--- config.mk ---
export PLATFORM = sky130hd
export DESIGN_NAME = drp_responder
export DESIGN_NICKNAME = d
export VERILOG_FILES = /design/src/rtl/drp_responder.sv
export SDC_FILE = /design/constraint.sdc
export NUM_CORES = 2
export LEC_CHECK = 0
export BUFFER_PORTS_ARGS = -buffer_cell sky130_fd_sc_hd__buf_2
export CAP_MARGIN = 20
export CORE_AREA = 2 2 442 444
export DETAILED_ROUTE_END_ITERATION = 16
export DIE_AREA = 0 0 444 446
export PLACE_DENSITY = 0.61
export SLEW_MARGIN = 20
export SYNTH_ARGS = -nofsm -noshare
export SYNTH_HDL_FRONTEND = slang
export SYNTH_SLANG_ARGS = --single-unit
--- constraint.sdc ---
create_clock -name CLK100MHZ -period 2.4 [get_ports CLK100MHZ]
set_input_delay 0.48 -clock CLK100MHZ [delete_from_list [all_inputs] [get_ports CLK100MHZ]]
set_output_delay 0.48 -clock CLK100MHZ [all_outputs]
set_load 0.02 [all_outputs]
--- src/rtl/drp_responder.sv ---
// DRP responder emulating the XADC register space: status region fed by a sample
// source, read/write config region, fixed-latency drdy/do response.
module drp_responder #(
   parameter int RD_LATENCY = 4,
   parameter int ADDR_W     = 7,
   parameter int DATA_W     = 16
) (
   input  logic              CLK100MHZ,
   input  logic              reset_n,
   input  logic              den_in,
   input  logic              dwe_in,
   input  logic [ADDR_W-1:0] daddr_in,
   input  logic [DATA_W-1:0] di_in,
   output logic [DATA_W-1:0] do_out,
   output logic              drdy_out,
   input  logic              sample_valid,
   input  logic [5:0]        sample_addr,
   input  logic [DATA_W-1:0] sample_data,
   output logic              eoc_out,
   output logic [4:0]        channel_out,
   output logic              proto_err_out
);

   localparam logic [1:0] IDLE = 2'd0;
   localparam logic [1:0] WAIT = 2'd1;
   localparam logic [1:0] RESP = 2'd2;

   logic [1:0]        state;
   logic [3:0]        cnt;
   logic              req_we;
   logic [ADDR_W-1:0] req_addr;
   logic [DATA_W-1:0] req_data;   // read snapshot or write data
   logic [DATA_W-1:0] regs [2**ADDR_W];
   logic [ADDR_W-1:0] sample_idx;
   logic              cfg_hit;

   assign sample_idx = {{(ADDR_W-6){1'b0}}, sample_addr};
   assign cfg_hit    = (req_addr[ADDR_W-1:6] != '0);

   always_ff @(posedge CLK100MHZ or negedge reset_n) begin
      if (!reset_n) begin
         state         <= IDLE;
         cnt           <= '0;
         req_we        <= 1'b0;
         req_addr      <= '0;
         req_data      <= '0;
         proto_err_out <= 1'b0;
      end else begin
         if (den_in && state != IDLE)
            proto_err_out <= 1'b1;
         case (state)
            IDLE: if (den_in) begin
               req_we   <= dwe_in;
               req_addr <= daddr_in;
               // regs still hold pre-update values here, so a same-cycle sample is not seen
               req_data <= dwe_in ? di_in : regs[daddr_in];
               cnt      <= 4'(RD_LATENCY - 1);
               state    <= (RD_LATENCY == 1) ? RESP : WAIT;
            end
            WAIT: begin
               cnt <= cnt - 4'd1;
               if (cnt == 4'd1)
                  state <= RESP;
            end
            RESP:    state <= IDLE;
            default: state <= IDLE;
         endcase
      end
   end

   always_ff @(posedge CLK100MHZ or negedge reset_n) begin
      if (!reset_n) begin
         for (int i = 0; i < 2**ADDR_W; i++)
            regs[i] <= '0;
      end else begin
         if (sample_valid)
            regs[sample_idx] <= sample_data;
         if (state == RESP && req_we && cfg_hit)
            regs[req_addr] <= req_data;
      end
   end

   always_ff @(posedge CLK100MHZ or negedge reset_n) begin
      if (!reset_n) begin
         eoc_out     <= 1'b0;
         channel_out <= '0;
      end else begin
         eoc_out <= sample_valid;
         if (sample_valid)
            channel_out <= sample_addr[4:0];
      end
   end

   assign drdy_out = (state == RESP);
   assign do_out   = (state == RESP && !req_we) ? req_data : '0;

endmodule

==> impl_results.md <==
* Inst Count DP at 8815
* Hpwl dp at 166.8 mm
* Yosys warns at 0
* CP max FO at 5
* FMAX at 371.7 MHz
* Die H at 446 microns
* Post-route cell area at 112100 sq um
* CP startpoint kind: register
* Row Count at 162
* Num ports at 74
* WP data arrival at 2.21 ns
* GP Congestion at 0.8482
* Number of synthesized flops with an enable pin at 0
* Yosys reg bits at 2085
* WP data required at 1.92 ns
* Initial antenna violation count at 8
* Min Hold Slack at 0.1040 ns
* Syn_area_per_cell at 15.44 sq um
* Root Driver: clkbuf_16
* Total Wirelength at 265.7 mm
* DIE WIDTH at 444 microns
* Largest net degree at the start of global routing at 138
* All-layer global routing usage at 26.95%
* Global-route wire length before repair at 397.9 mm
* Crit. End Element: primary output
* Number of setup violations in the final report at 122
* CTS tree: built
* Seq/Total Area, Yosys at 55.26%
* Syn nets at 6167
* DRC errors left at 0
* Die ar. at 198000 sq um
* Status: finished, violations left
* Port bufs at 73
* Fin crit share at 112.1%
* DR iter-0 viols at 4160
* CTS sink cnt at 2085
* Remaining global-route overflow at 0
* Final worst setup slack at -0.2905 ns
* R2R depth at 9
* Vias in the first global route at 59340
* Placed Instance Area at 102800 sq um
* Top_reg_cell synth: dfrtp_1
* Nets@finish at 6585
* Setup TNS at -9.785 ns
* Fraction of layout cells with a size suffix above 1 at 56.86%
* Violated checks: setup timing
* Commonest non-fill, non-tap cell in the layout: dfrtp_1
* Clock skew at 0.03050 ns
* Leak Pwr at 53.21 nW
* Area growth, synth to finish at 18.77%
* WL/cell at 28.65 microns
* RSZ-0062 raised after global routing: true
* Clock Path Buffers at 3
* Worst Tran Pin Value at 0.9793 ns
* Worst skew pair latency at 0.86 ns
* Rel. slew slack at 34.71%
* Pwr Total at 87.11 mW
* Routed Antenna Nets at 0
* Drt first pass iters at 6
* PD cells at 776.8 nW/um^2
* Cell Count, Final, Fillers Out at 9272
* Slew Limit Fails at 0
* Clock transition at path regs at 0.06 ns
* Shortest period the worst path allows at 2.690 ns
* Most frequent cells in the layout: dfrtp_1 (2069), mux2_2 (2063), buf_4 (468), mux4_2 (465), clkbuf_16 (237)
* Fillcell total at 15100
* Vias after detailed routing at 56030
* TritonCTS Buffers at 220
* H-tree levels at 4
* Worst vdd ir at 0.7490 mV
* Via/cell ratio at 6.043
* Final hold vios at 0
* Synthesized area at 94420 sq um
* Setup CP Type: register to primary output
* Distinct cells, synth at 49
* Ys async rst share at 100.0%
* MaxCap Viol Count at 0
* Core footprint at 193600 sq um
* Post-Synthesis Cells at 6115
* Initial Util at 48.78%
* Worst Hold Class: primary input to asynchronous set/reset pin
[worst max-delay path, cell delays in order, from the launching register on]
cell and delay (ns):
dfrtp_1 0.39, buf_6 0.13, nor2b_4 0.13, buf_6 0.11, nor2b_4 0.18, buf_12 0.15
and2_4 0.15, buf_6 0.11
[per-stage QoR]
stage	util, %	setup WS [ns]
floorplan	-	-0.09027
global placement	53.12	-1.414
detailed placement	53.12	-1.058
CTS	57.51	-0.3280
global route	57.93	-0.3948
finish	57.93	-0.2905
[path summary, 6_finish.rpt]
check	slack (ns)	from	endpoint
max	-0.29	state[0]	do_out[14]
min	0.10	reset_n	regs[848]
max reg2reg	-0.28	state[0]	req_data[9]
min reg2reg	0.46	proto_err_out	proto_err_out
max in group asynchronous	1.19	reset_n	regs[317]
min in group CLK100MHZ	0.13	sample_addr[2]	channel_out[2]
[layer usage]
metal,up-vias,wire (microns),GRT usage (%),part of all wire [%]
li1,23650,-,-,-
met1,30620,113300,36.58,43
met2,1328,132400,45.13,50
met3,429,11430,3.564,4.3
met4,4,8501,8.690,3.2
met5,-,25,0,0.0094
[logic make-up after synthesis]
group | after synthesis | share of synthesized area, %
adders and majority gates | 2 | 0.02650
DFF | 2085 | 55.26
buffers and inverters | 585 | 2.821
AOI/OAI and AO/OA | 360 | 2.607
muxes | 2637 | 36.97
and+or+nand+nor | 446 | 2.320
[power by group]
part           leakage [nW]  internal, mW  switching [mW]
logic                  21.1          5.13            7.38
registers              28.4          37.8            1.94
clock network          3.72          20.6            14.3
[Yosys cell counts (3+ instances only)]
cell type / number / area (sq um)
buf_2: 121 / 605.6
buf_12: 4 / 80.08
clkbuf_1: 380 / 1426
buf_4: 24 / 180.2
o22ai_1: 32 / 200.2
mux2i_1: 100 / 1001
nand4_1: 14 / 87.58
nor3_1: 27 / 135.1
o21ai_0: 34 / 170.2
nand2b_1: 12 / 75.07
inv_1: 5 / 18.77
a22o_1: 13 / 113.9
a31oi_1: 3 / 18.77
buf_6: 20 / 225.2
a22oi_1: 141 / 1059
nand2_1: 144 / 540.5
mux4_1: 8 / 210.2
mux2_2: 2066 / 23260
and2_1: 21 / 131.4
or2_2: 7 / 43.79
a221oi_1: 14 / 122.6
and3_1: 27 / 168.9
a211oi_1: 19 / 142.6
a21oi_1: 74 / 370.4
mux4_2: 463 / 10430
nor2_1: 86 / 322.8
dfrtp_1: 2085 / 52180
buf_1: 30 / 112.6
nor3b_1: 7 / 52.55
nor2b_1: 35 / 219.0
or4_1: 13 / 97.59
nand3b_1: 9 / 67.56
a2111oi_0: 13 / 113.9
o311ai_1: 12 / 105.1
nand3_1: 35 / 175.2
[what timing repair did]
action,in CTS,in global routing
resized for setup,165,96
endpoints found under the hold margin,637,0
pin swaps,20,27
endpoints found under the setup margin,133,620
hold buffers,6,0
gates cloned,1,14
setup buffers,12,7
[cell type report]
| type | instances | area, sq um | share of cell area [%] |
|---|---|---|---|
| Antenna cell | 6 | 15.01 | 0.01339 |
| Clock buffer | 342 | 6638 | 5.919 |
| Clock inverter | 71 | 849.6 | 0.7576 |
| Inverter | 5 | 18.77 | 0.01674 |
| Multi-Input combinational cell | 3445 | 40700 | 36.29 |
| Sequential cell | 2085 | 52200 | 46.54 |
| Tap cell | 2542 | 3181 | 2.836 |
| Timing Repair Buffer | 776 | 8548 | 7.623 |
[flip-flops by register name, summed over array words and instances, names as in the netlist]
| register | cells |
|---|---|
| state | 2 |
| req_we | 1 |
| req_addr | 7 |
| eoc_out | 1 |
| regs | 2048 |
| req_data | 16 |
| channel_out | 5 |
| proto_err_out | 1 |
| cnt | 4 |
Note: power is estimated with default switching activity, not from simulation.
